`config.mk`:
```
export PLATFORM = sky130hd
export DESIGN_NAME = receive_all
export DESIGN_NICKNAME = d
export VERILOG_FILES = /design/src/rtl/receive_all_pkg.sv /design/src/rtl/receive_single.sv /design/src/rtl/receive_all.sv
export SDC_FILE = /design/constraint.sdc
export NUM_CORES = 1
export LEC_CHECK = 0
export ABC_AREA = 0
export BUFFER_PORTS_ARGS = -buffer_cell sky130_fd_sc_hd__buf_2
export CAP_MARGIN = 20
export CORE_ASPECT_RATIO = 0.6
export CORE_MARGIN = 2
export CORE_UTILIZATION = 25
export CTS_BUF_LIST = sky130_fd_sc_hd__clkbuf_8 sky130_fd_sc_hd__clkbuf_16
export DETAILED_ROUTE_END_ITERATION = 7
export PLACE_DENSITY = 0.49
export SYNTH_ARGS = -nofsm -noshare
export SYNTH_HDL_FRONTEND = slang
export SYNTH_HIERARCHICAL = 1
export SYNTH_SLANG_ARGS = --single-unit
```
`constraint.sdc`:
```
create_clock -name clk -period 3.81 [get_ports clk]
set_input_delay 0.381 -clock clk [delete_from_list [all_inputs] [get_ports clk]]
set_output_delay 0.381 -clock clk [all_outputs]
set_load 0.01 [all_outputs]
```
`src/rtl/receive_all_pkg.sv`:
```
// Shared definitions for the interboard Request/Ack link (sender and receiver).
package receive_all_pkg;

  // Assembler step encoding, shared with the peer's sender.
  typedef enum logic [2:0] {
    STEP_1 = 3'd0,
    STEP_2 = 3'd1,
    STEP_3 = 3'd2,
    STEP_4 = 3'd3,
    STEP_5 = 3'd4,
    STEP_6 = 3'd5
  } step_t;

  // Single-word responder states.
  typedef enum logic [1:0] {
    WAIT_REQ_UP = 2'd0,
    ACK_HIGH    = 2'd1,
    ACK_LOW     = 2'd2
  } resp_state_t;

  localparam int unsigned WORD_W = 6;
  localparam logic [WORD_W-1:0] RST_WORD = 6'h3F;

  localparam int unsigned MSG_W  = 4;
  localparam int unsigned BX_W   = 5;
  localparam int unsigned BY_W   = 3;
  localparam int unsigned CARD_W = 6;
  localparam int unsigned LEN_W  = 3;

endpackage

```
`src/rtl/receive_single.sv`:
```
// Responder for one 6-bit word of the 4-phase Request/Ack handshake.
module receive_single
  import receive_all_pkg::*;
#(
  parameter int unsigned SYNC_STAGES   = 2,
  parameter int unsigned SETTLE_CYCLES = 2
) (
  input  logic              clk,
  input  logic              rst,
  input  logic              Request,
  input  logic [WORD_W-1:0] interboard_data,
  output logic              Ack,
  output logic              word_valid,
  output logic [WORD_W-1:0] word
);

  localparam int unsigned CNT_W = $clog2(SETTLE_CYCLES + 2);

  logic [SYNC_STAGES-1:0] sync_q;
  logic                   req_s;
  logic [CNT_W-1:0]       settle_q, settle_d;
  resp_state_t            state_q, state_d;
  logic                   capture;

  assign req_s = sync_q[SYNC_STAGES-1];

  // Shift the asynchronous Request through the synchroniser chain.
  always_ff @(posedge clk or negedge rst) begin
    if (!rst) sync_q <= '0;
    else      sync_q <= {sync_q[SYNC_STAGES-2:0], Request};
  end

  // Next state: settle count only runs while waiting, and clears on any low req_s.
  always_comb begin
    state_d  = state_q;
    settle_d = '0;
    capture  = 1'b0;
    case (state_q)
      WAIT_REQ_UP: begin
        if (req_s) begin
          if (settle_q == CNT_W'(SETTLE_CYCLES)) begin
            capture = 1'b1;
            state_d = ACK_HIGH;
          end else begin
            settle_d = settle_q + 1'b1;
          end
        end
      end
      ACK_HIGH: if (!req_s) state_d = ACK_LOW;
      ACK_LOW:  state_d = WAIT_REQ_UP;
      default:  state_d = WAIT_REQ_UP;
    endcase
  end

  // State, settle counter, registered Ack, captured word and its strobe.
  always_ff @(posedge clk or negedge rst) begin
    if (!rst) begin
      state_q    <= WAIT_REQ_UP;
      settle_q   <= '0;
      Ack        <= 1'b0;
      word_valid <= 1'b0;
      word       <= '0;
    end else begin
      state_q    <= state_d;
      settle_q   <= settle_d;
      Ack        <= (state_d == ACK_HIGH);
      word_valid <= capture;
      if (capture) word <= interboard_data;
    end
  end

endmodule

```
`src/rtl/receive_all.sv`:
```
// Interboard receiver: assembles six handshaken words into one GameControl message.
module receive_all
  import receive_all_pkg::*;
#(
  parameter int unsigned SYNC_STAGES   = 2,
  parameter int unsigned SETTLE_CYCLES = 2
) (
  input  logic              clk,
  input  logic              rst,
  input  logic              Request,
  input  logic [WORD_W-1:0] interboard_data,
  output logic              Ack,
  output logic              recv_valid,
  output logic [MSG_W-1:0]  recv_msg_type,
  output logic [BX_W-1:0]   recv_block_x,
  output logic [BY_W-1:0]   recv_block_y,
  output logic [CARD_W-1:0] recv_card,
  output logic [LEN_W-1:0]  recv_sel_len,
  output logic              recv_move_dir,
  output logic              remote_rst
);

  logic              word_valid;
  logic [WORD_W-1:0] word;

  receive_single #(
    .SYNC_STAGES  (SYNC_STAGES),
    .SETTLE_CYCLES(SETTLE_CYCLES)
  ) u_single (
    .clk            (clk),
    .rst            (rst),
    .Request        (Request),
    .interboard_data(interboard_data),
    .Ack            (Ack),
    .word_valid     (word_valid),
    .word           (word)
  );

  step_t             step_q, step_d;
  logic              is_rst_word;
  logic              msg_done;
  logic [MSG_W-1:0]  stg_msg_type;
  logic [BX_W-1:0]   stg_block_x;
  logic [BY_W-1:0]   stg_block_y;
  logic [CARD_W-1:0] stg_card;
  logic [LEN_W-1:0]  stg_sel_len;

  // Assembler next step; the reset word overrides normal advancing.
  always_comb begin
    step_d      = step_q;
    msg_done    = 1'b0;
    is_rst_word = word_valid && (word == RST_WORD);
    if (is_rst_word) begin
      step_d = STEP_1;
    end else if (word_valid) begin
      case (step_q)
        STEP_1:  step_d = STEP_2;
        STEP_2:  step_d = STEP_3;
        STEP_3:  step_d = STEP_4;
        STEP_4:  step_d = STEP_5;
        STEP_5:  step_d = STEP_6;
        STEP_6: begin
          step_d   = STEP_1;
          msg_done = 1'b1;
        end
        default: step_d = STEP_1;
      endcase
    end
  end

  // Assembler step register.
  always_ff @(posedge clk or negedge rst) begin
    if (!rst) step_q <= STEP_1;
    else      step_q <= step_d;
  end

  // Staging registers: each step latches its truncated field; reset word discards all.
  always_ff @(posedge clk or negedge rst) begin
    if (!rst) begin
      stg_msg_type <= '0;
      stg_block_x  <= '0;
      stg_block_y  <= '0;
      stg_card     <= '0;
      stg_sel_len  <= '0;
    end else if (is_rst_word) begin
      stg_msg_type <= '0;
      stg_block_x  <= '0;
      stg_block_y  <= '0;
      stg_card     <= '0;
      stg_sel_len  <= '0;
    end else if (word_valid) begin
      case (step_q)
        STEP_1:  stg_msg_type <= word[MSG_W-1:0];
        STEP_2:  stg_block_x  <= word[BX_W-1:0];
        STEP_3:  stg_block_y  <= word[BY_W-1:0];
        STEP_4:  stg_card     <= word[CARD_W-1:0];
        STEP_5:  stg_sel_len  <= word[LEN_W-1:0];
        default: ;
      endcase
    end
  end

  // Output registers: move_dir bypasses staging since it arrives with the final word.
  always_ff @(posedge clk or negedge rst) begin
    if (!rst) begin
      recv_valid    <= 1'b0;
      remote_rst    <= 1'b0;
      recv_msg_type <= '0;
      recv_block_x  <= '0;
      recv_block_y  <= '0;
      recv_card     <= '0;
      recv_sel_len  <= '0;
      recv_move_dir <= 1'b0;
    end else begin
      recv_valid <= msg_done;
      remote_rst <= is_rst_word;
      if (msg_done) begin
        recv_msg_type <= stg_msg_type;
        recv_block_x  <= stg_block_x;
        recv_block_y  <= stg_block_y;
        recv_card     <= stg_card;
        recv_sel_len  <= stg_sel_len;
        recv_move_dir <= word[0];
      end
    end
  end

endmodule

```
==> results of run 1 <==
flip-flops by register name (all words and copies together) (netlist names):
name and flops:
u_single/settle_q 2, u_single/word_valid 1, stg_card 6, recv_sel_len 3, u_single/state_q 2, recv_block_y 3, u_single/Ack 1, recv_card 6
stg_block_y 3, u_single/word 6, recv_msg_type 4, stg_block_x 5, u_single/sync_q 2, step_q 3, stg_msg_type 4, recv_block_x 5
recv_move_dir 1, remote_rst 1, stg_sel_len 3, recv_valid 1
cells by family after synthesis:
logic type             after synthesis  synth area share
AOI/OAI and AO/OA                   28            0.0784
buffers and inverters               15            0.0305
muxes                               35             0.175
and+or+nand+nor                     51             0.117
DFF                                 62             0.600
routing by layer:
| metal | GRT usage | up-vias | part of all wire |
|---|---|---|---|
| met5 | 0 | - | 0 |
| li1 | - | 767 | - |
| met1 | 0.144 | 791 | 0.50 |
| met3 | 0.0619 | 9 | 0.069 |
| met2 | 0.156 | 34 | 0.42 |
| met4 | 0.0583 | 0 | 0.013 |
synth_stat cells (3+ instances only):
cell,instances
nor2_1,12
o2111ai_1,5
inv_1,6
dfrtp_1,62
mux2i_1,8
nand2b_1,3
mux2_2,9
buf_2,6
o22ai_1,13
nand2_1,18
mux2_4,18
o21ai_0,4
final cells by class:
class / instances / area, µm²
fillers: 1011 / 6760
flip-flops and latches: 62 / 1550
multi-input cells: 114 / 956
clock buffers: 11 / 253
repair buffers: 36 / 188
well taps: 135 / 169
clock inverters: 5 / 48.8
inverters: 6 / 22.5
cells in the final DEF, fill, tap and decap left out, types with 2 or more instances in the layout:
cell type,synthesis,final
clkinv_2,0,3
o2111ai_1,5,5
mux2_2,9,9
nand2b_1,3,3
a31o_2,2,2
clkbuf_8,0,2
inv_1,6,7
mux2i_1,8,8
nand2_1,18,18
clkbuf_16,0,9
buf_2,6,33
buf_4,0,3
dfrtp_1,62,62
nand4bb_1,2,2
nor3b_1,2,2
nand4b_1,2,2
o22ai_1,13,13
nor3_1,2,2
mux2_4,18,18
nor2_1,12,12
o21ai_0,4,4
critical path: cells and delay by family (launching register included):
kind	cells	cell delay [ns]
AND/OR/NAND/NOR	2	0.80
AO/OA/AOI/OAI	1	0.10
flip-flops	1	0.79
buffers and inverters	1	0.32
stage by stage:
step	worst slack (ns)	instance area, µm²	power, mW
finish	1.65	3190	1.92
floorplan	2.41	2590	1.03
detailed placement	1.62	2890	1.12
CTS	1.61	3190	1.94
global placement	1.65	2890	1.10
global route	1.40	3190	2.03
where the power goes:
group	switching [mW]	internal [mW]	leakage, nW
Clock	0.280	0.535	0.156
Combinational	0.120	0.109	0.565
Sequential	0.120	0.755	0.836
worst max-delay path by stage:
stage,end,slack [ns],cells after the start
finish,stg_msg_type[2],1.65,4
global route,stg_msg_type[2],1.40,4
CTS,stg_msg_type[2],1.61,4
detailed placement,stg_msg_type[2],1.62,4
global placement,stg_card[0],1.65,4
floorplan,recv_block_x[1],2.41,4
==> results.toml, run 1 <==
[global_routing]
grt_start_max_net_pins = 38
antenna_found_initial = 0
gr-total-overflow = 0
gr-usage-all-layers = 0.114
grt_pass1_vias = 1735
grt_pass1_wl_um = 9220

[cts]
numCtsBuffers = 9
tritoncts = "built"
clkTransAtPathRegs_ns = 0.05
clk-insertion-delay-late_ns = 0.33
h-tree-depth = 3
hold_buffers = 0
postCtsResizedCells = 0
cts.sinks = 62
post-cts-setup-buffers = 0
clk_path_buf_depth = 2
clockRootBuffer = "clkbuf_16"

[cells_and_area]
nets = 238
diodes = 0
syn_to_final_growth_pct = 23.3
instances_no_fill = 369
final_util = 0.320
drive_gt1_frac = 0.359

[sta]
finClkSkew_ns = 0.00797
rsz0062_at_grt = "false"
slew_violations = 0
setup_viol = 0
fin_crit_ns = 2.16
max_clock_freq_mhz = 462
finalCritPeriodShare = 0.568
fin_setup_tns_ns = 0
worst_pin_slew_ns = 0.915
whs_ns = 0.154
hold_viol_final = 0
slew_headroom = 0.388

[setup_path]
cp.arrival_ns = 2.35
required_ns = 4.00
slowest_delay_ns = 0.79
r2r_slack_ns = 1.65
worstRegToRegCells = 4
cp-start-kind = "flop"
r2r-end = "stg_msg_type[2]"
cp_slowest_cell = "dfrtp_1"
crit_fanout = 24
critPathKind = "reg2reg"
cp-startpoint = "u_single/word_valid"
path_cells = "nand3_1 > nor2_1 > buf_4 > o22ai_1"
setup.worst_path.end_class = "flop"
r2r_start = "u_single/word_valid"

[synthesis]
ys_seq_elements = 62
ys_warn_count = 6
synth.top_cells.by_area = "dfrtp_1 (60%), mux2_4 (10%), mux2_2 (3.9%), o22ai_1 (3.1%), mux2i_1 (3.1%)"
synthFlopType = "dfrtp_1"
synth_edf_count = 0
synthArstFlopShare = 1.00
synth_area_per_cell_um2 = 13.5
syn-num-nets = 200
yosysSeqAreaShare = 0.600
synth_cells = 191
yosys.area.top_type = "dfrtp_1"
syn-cell-area_um2 = 2590
synth.top_cell.area_share = 0.600
synth_cell_types = 33

[place]
dp.cells = 353
place.gp.congestion = 0.807
port-buffer-count = 33
post-dp-hpwl_um = 3670

[floorplan]
die_y_um = 82.8
rows = 28
io_pins = 34
start_util = 0.260
die_w_um = 135
die-area_um2 = 11200
core-area_um2 = 9950

[route]
antenna_left = 0
drc = 0
vias = 1601
drt_pass1_iterations = 4
wirelength_um = 5460
drtIter0Drc = 53
viasPerCell = 4.34
wire_per_inst_um = 14.8

[status]
status = "finished, final reports clean"

[power]
power.density_nw_per_um2 = 602
leakagePower_nw = 1.56
ir_drop_mv = 0.210

[hold_path]
hold_path_class = "in2async"

[run]
maxCapViolCount = 0
No activity file was read; power rests on OpenSTA's default activity.
==> run 2, diff against run 1 <==
Settings changed: ABC_AREA 0 to 1.
Clock period 3.81 ns to 2.1 ns, I/O delays scaled along.
==> run 2 against run 1 <==
Compared with the run above:
- design area is 1.3% lower
- final cell count is 24% higher
- first-iteration DRC count is 94% higher
==> results.toml, run 2 <==
[sta]
setup_viol = 0
slew_violations = 0
slew_headroom = 0.550
max_clock_freq_mhz = 585
worst_pin_slew_ns = 0.674
hold_viol_final = 0
fin_crit_ns = 1.71
whs_ns = 0.114
finClkSkew_ns = 0.00503
finalWorstSetupSlack_ns = 0.392
fin_setup_tns_ns = 0
finalCritPeriodShare = 0.813
rsz0062_at_grt = "false"

[cells_and_area]
syn_to_final_growth_pct = 22.6
nets = 328
final_cell_mix = "nand2_1 (129), dfrtp_1 (62), buf_2 (33), nand4_1 (21), inv_1 (15)"
reg_top3 = "recv_card: 6 flops, stg_card: 6 flops, u_single/word: 6 flops"
regArea_um2 = 1550
drive_gt1_frac = 0.214
n_fill_cell = 1048
diodes = 0
multiInputGateArea_um2 = 866
final_common_cell = "nand2_1"

[setup_path]
crit_path_end = "recv_block_x[0]"
worstRegToRegCells = 7
crit_fanout = 24
cp-startpoint = "u_single/word[3]"
setup.worst_path.end_class = "flop"
r2r_start = "u_single/word[3]"
r2r_slack_ns = 0.39
r2r-end = "recv_block_x[0]"
critPathKind = "reg2reg"
cp.arrival_ns = 1.92
cp-start-kind = "flop"
required_ns = 2.32

[synthesis]
synthArstFlopShare = 1.00
yosysSeqAreaShare = 0.605
synth_common_cells = "nand2_1 (129), dfrtp_1 (62), nand4_1 (21)"
yosys.area.top_type = "dfrtp_1"
synthFlopType = "dfrtp_1"
synth.most_common_cell = "nand2_1"
synth_edf_count = 0
ys_seq_elements = 62
synth.top_cell.area_share = 0.605
ys_warn_count = 6
synth.top_cells.by_area = "dfrtp_1 (60%), nand2_1 (19%), nand4_1 (5.1%), nand2_2 (2.9%), nand3_1 (2.5%)"
syn-cell-area_um2 = 2560
synth_cell_types = 20
synth_cells = 279
synth_area_per_cell_um2 = 9.19
syn-num-nets = 288

[cts]
hold_buffers = 2
tritoncts = "built"
numCtsBuffers = 9
postCtsResizedCells = 0
clk_path_buf_depth = 2
clockRootBuffer = "clkbuf_16"
cts.sinks = 62
clk-insertion-delay-late_ns = 0.33
h-tree-depth = 3
clkTransAtPathRegs_ns = 0.05
post-cts-setup-buffers = 0

[route]
drc = 0
drt_pass1_iterations = 4
vias = 1916
antenna_left = 0
wirelength_um = 5770
wire_per_inst_um = 12.6
viasPerCell = 4.18
drtIter0Drc = 103

[global_routing]
grt_busiest_layer = "met1"
grt_start_max_net_pins = 36
grt_pass1_vias = 1870
gr-total-overflow = 0
gr-usage-all-layers = 0.120
use_met2 = 0.156
antenna_found_initial = 0
grt_pass1_wl_um = 9730
grt_use_met1 = 0.174
use_met3 = 0.0495

[place]
place.gp.congestion = 0.784
dp_slack_ns = 0.399
post-dp-hpwl_um = 4090
port-buffer-count = 33

[power]
total_power_mw = 3.49
ir_drop_mv = 0.543
leakagePower_nw = 1.79
power.density_nw_per_um2 = 1110

[floorplan]
core-area_um2 = 9910
rows = 28
start_util = 0.259
io_pins = 34
die_w_um = 135
die_y_um = 82.5
die-area_um2 = 11100

[hold_path]
hold_path_class = "in2reg"

[status]
status = "finished, final reports clean"

[run]
maxCapViolCount = 0
## run 2: cell types whose count changed in the layout (fill, tap and decap cells not counted), sizes merged, moves of 3 or more
cell     before  now
inv           7   17
o22ai        13    0
mux2         27    0
mux2i         8    0
nor2         12    8
nand4         1   21
nand3         1   13
o2111ai       5    0
nand2b        3    0
nand2        19  143
## run 2: worst min-delay path by stage
stage,end,from,cells after the start,slack (ns)
finish,u_single/word[5],interboard_data[5],3,0.11
floorplan,recv_block_x[0],rst,0,-0.09
global placement,step_q[2],rst,1,0.30
global route,u_single/word[2],interboard_data[2],3,0.13
CTS,u_single/word[5],interboard_data[5],3,0.10
detailed placement,stg_msg_type[1],rst,1,0.30
## run 2: power by group
| group | leakage (nW) | switching (mW) | total (mW) | internal [mW] |
|---|---|---|---|---|
| clock | 0.145 | 0.475 | 1.31 | 0.838 |
| combinational | 0.811 | 0.336 | 0.512 | 0.177 |
| sequential | 0.834 | 0.238 | 1.67 | 1.43 |
## run 2: critical path, stage by stage, from the launching register on
cell	delay [ns]
dfrtp_1	0.47
nand2_1	0.08
nor2_1	0.16
nand2_2	0.22
nand2_4	0.31
inv_4	0.18
nand2_1	0.11
nand2_1	0.05
## run 2: cell families after synthesis
group,count (synthesis),share of synthesized area
and+or+nand+nor,187,0.328
DFF,62,0.605
buffers and inverters,25,0.0576
AOI/OAI and AO/OA,5,0.00975
## run 2: metrics by stage
stage               utilization  instances  area, µm²
finish                    0.317        458       3150
global route              0.317        458       3150
CTS                       0.317        458       3150
detailed placement        0.288        441       2860
global placement          0.288        441       2860
floorplan                     -        279       2560
## run 2: final cells by class
cell class,instances,share of cell area
Sequential cell,62,0.493
Timing Repair Buffer,40,0.0748
Inverter,14,0.0175
Clock inverter,4,0.00517
Tap cell,135,0.0537
Multi-Input combinational cell,192,0.275
Clock buffer,11,0.0803
## run 2: routing by layer
layer / share of wire / up-vias
met5: 0 / -
met4: 0.014 / 0
met3: 0.052 / 9
met2: 0.38 / 50
met1: 0.55 / 883
li1: - / 974
==> run 3, diff against run 2 <==
Clock period 2.1 ns to 1.6 ns, I/O delays scaled along.
==> run 3 against run 2 <==
Compared with the run above:
- via count is 0.94% lower
- register-to-register slack worse by 0.23 ns
- combinational power grew 58%
- total power grew 33%
- highest routed layer unchanged
- critical path type unchanged
- core utilization is 0.44 points higher
- die area unchanged
- wire length fell by 1.2%
- clock skew is 0.0020 ns higher
- maximum frequency up 19%
- design area is 1.4% higher
==> results.toml, run 3 (synthesis gave the netlist of run 2 again) <==
[setup_path]
required_ns = 1.81
crit_top_cell = "nand2_1"
cp.depth = 8
crit_fanout = 13
critPathKind = "reg2reg"
r2r_start = "u_single/word[3]"
r2r_slack_ns = 0.16
crit_family = "simple AND/OR/NAND/NOR gates"
r2r-end = "stg_msg_type[3]"
cp-start-kind = "flop"
crit_path_end = "stg_msg_type[3]"
cp_num_buf_inv = 1
slowest_delay_ns = 0.49
setup.worst_path.end_class = "flop"
cp-startpoint = "u_single/word[3]"
cp_slowest_cell = "dfrtp_1"
cp.arrival_ns = 1.65
path_cells = "nand2_1 > nor2_1 > nand2_2 > buf_4 > nand2_1 > nand2_1 > nand2_1 > nand2_1"
worstRegToRegCells = 8

[route]
viasPerCell = 4.08
drt_pass1_iterations = 4
vias = 1898
wire_per_inst_um = 12.3
antenna_left = 0
drc = 0
wirelength_um = 5710
drtIter0Drc = 61

[cts]
clkTransAtPathRegs_ns = 0.06
post-cts-setup-buffers = 0
tritoncts = "built"
clockRootBuffer = "clkbuf_16"
postCtsResizedCells = 0
cts.sinks = 62
h-tree-depth = 3
clk-insertion-delay-late_ns = 0.33
numCtsBuffers = 9
hold_buffers = 2
clk_path_buf_depth = 2

[sta]
slew_headroom = 0.776
whs_ns = 0.0634
hold_viol_final = 0
setup_viol = 0
finalCritPeriodShare = 0.897
finClkSkew_ns = 0.00704
max_clock_freq_mhz = 696
fin_setup_tns_ns = 0
rsz0062_at_grt = "false"
worst_pin_slew_ns = 0.336
slew_violations = 0
fin_crit_ns = 1.44

[cells_and_area]
final_util = 0.322
syn_to_final_growth_pct = 24.3
drive_gt1_frac = 0.236
final_common_cell = "nand2_1"
diodes = 0
nets = 334
final_cell_mix = "nand2_1 (129), dfrtp_1 (62), buf_2 (33), nand4_1 (21)"
reg_top3 = "recv_card: 6 flops, stg_card: 6 flops, u_single/word: 6 flops"

[power]
ir_drop_mv = 0.622
leakagePower_nw = 1.82
total_power_mw = 4.65
power.density_nw_per_um2 = 1460

[floorplan]
core-area_um2 = 9910
die-area_um2 = 11100
io_pins = 34
die_w_um = 135
start_util = 0.259
rows = 28
die_y_um = 82.5

[run]
maxCapViolCount = 0

[global_routing]
gr-usage-all-layers = 0.120
grt_pass1_wl_um = 9840
grt_pass1_vias = 1914
gr-total-overflow = 0
grt_start_max_net_pins = 63
antenna_found_initial = 0

[hold_path]
hold_path_class = "in2reg"

[place]
place.gp.congestion = 0.825
port-buffer-count = 33
post-dp-hpwl_um = 3950

[status]
status = "finished, final reports clean"
==> run 3: worst min path at each step <==
stage / to / slack [ns] / cells after the start / from
6_report: u_single/word[5] / 0.06 / 3 / interboard_data[5]
5_1_grt: u_single/word[4] / 0.07 / 3 / interboard_data[4]
4_1_cts: u_single/word[5] / 0.06 / 3 / interboard_data[5]
3_5_place_dp: recv_block_x[1] / 0.20 / 2 / rst
3_3_place_gp: recv_block_x[1] / 0.20 / 2 / rst
2_1_floorplan: recv_block_x[0] / -0.14 / 0 / rst
==> run 3: power by group <==
| part | internal [mW] | leakage (nW) | total (mW) | switching [mW] |
|---|---|---|---|---|
| registers | 1.88 | 0.834 | 2.13 | 0.248 |
| logic | 0.281 | 0.838 | 0.811 | 0.530 |
| clock network | 1.07 | 0.143 | 1.71 | 0.648 |
| total | 3.23 | 1.82 | 4.65 | 1.43 |
==> run 3: final cells by class <==
class / instances / area, µm²
timing repair buffer: 46 / 280
clock inverter: 6 / 28.8
tap: 135 / 169
inverter: 14 / 55.1
sequential: 62 / 1550
fill: 1072 / 6730
multi-input combinational: 192 / 866
clock buffer: 10 / 239
==> run 3: stage by stage <==
stage / cell area, µm² / std cells / worst slack, ns
after CTS: 3190 / 465 / 0.146
after detailed placement: 2900 / 447 / 0.170
after floorplan: 2560 / 279 / 0.432
after global placement: 2900 / 447 / 0.180
after global routing: 3190 / 465 / 0.00164
final: 3190 / 465 / 0.164
==> run 3: metal layers <==
layer	GRT usage	vias up	share of wire
met2	0.162	37	0.39
met5	0	-	0
met4	0.0463	0	0.0070
met3	0.0513	5	0.043
li1	-	985	-
met1	0.168	871	0.56
==> run 3: worst min-delay path, stage by stage <==
cell and delay, ns:
buf_2 0.08, nand3_1 0.06, nand2_1 0.06
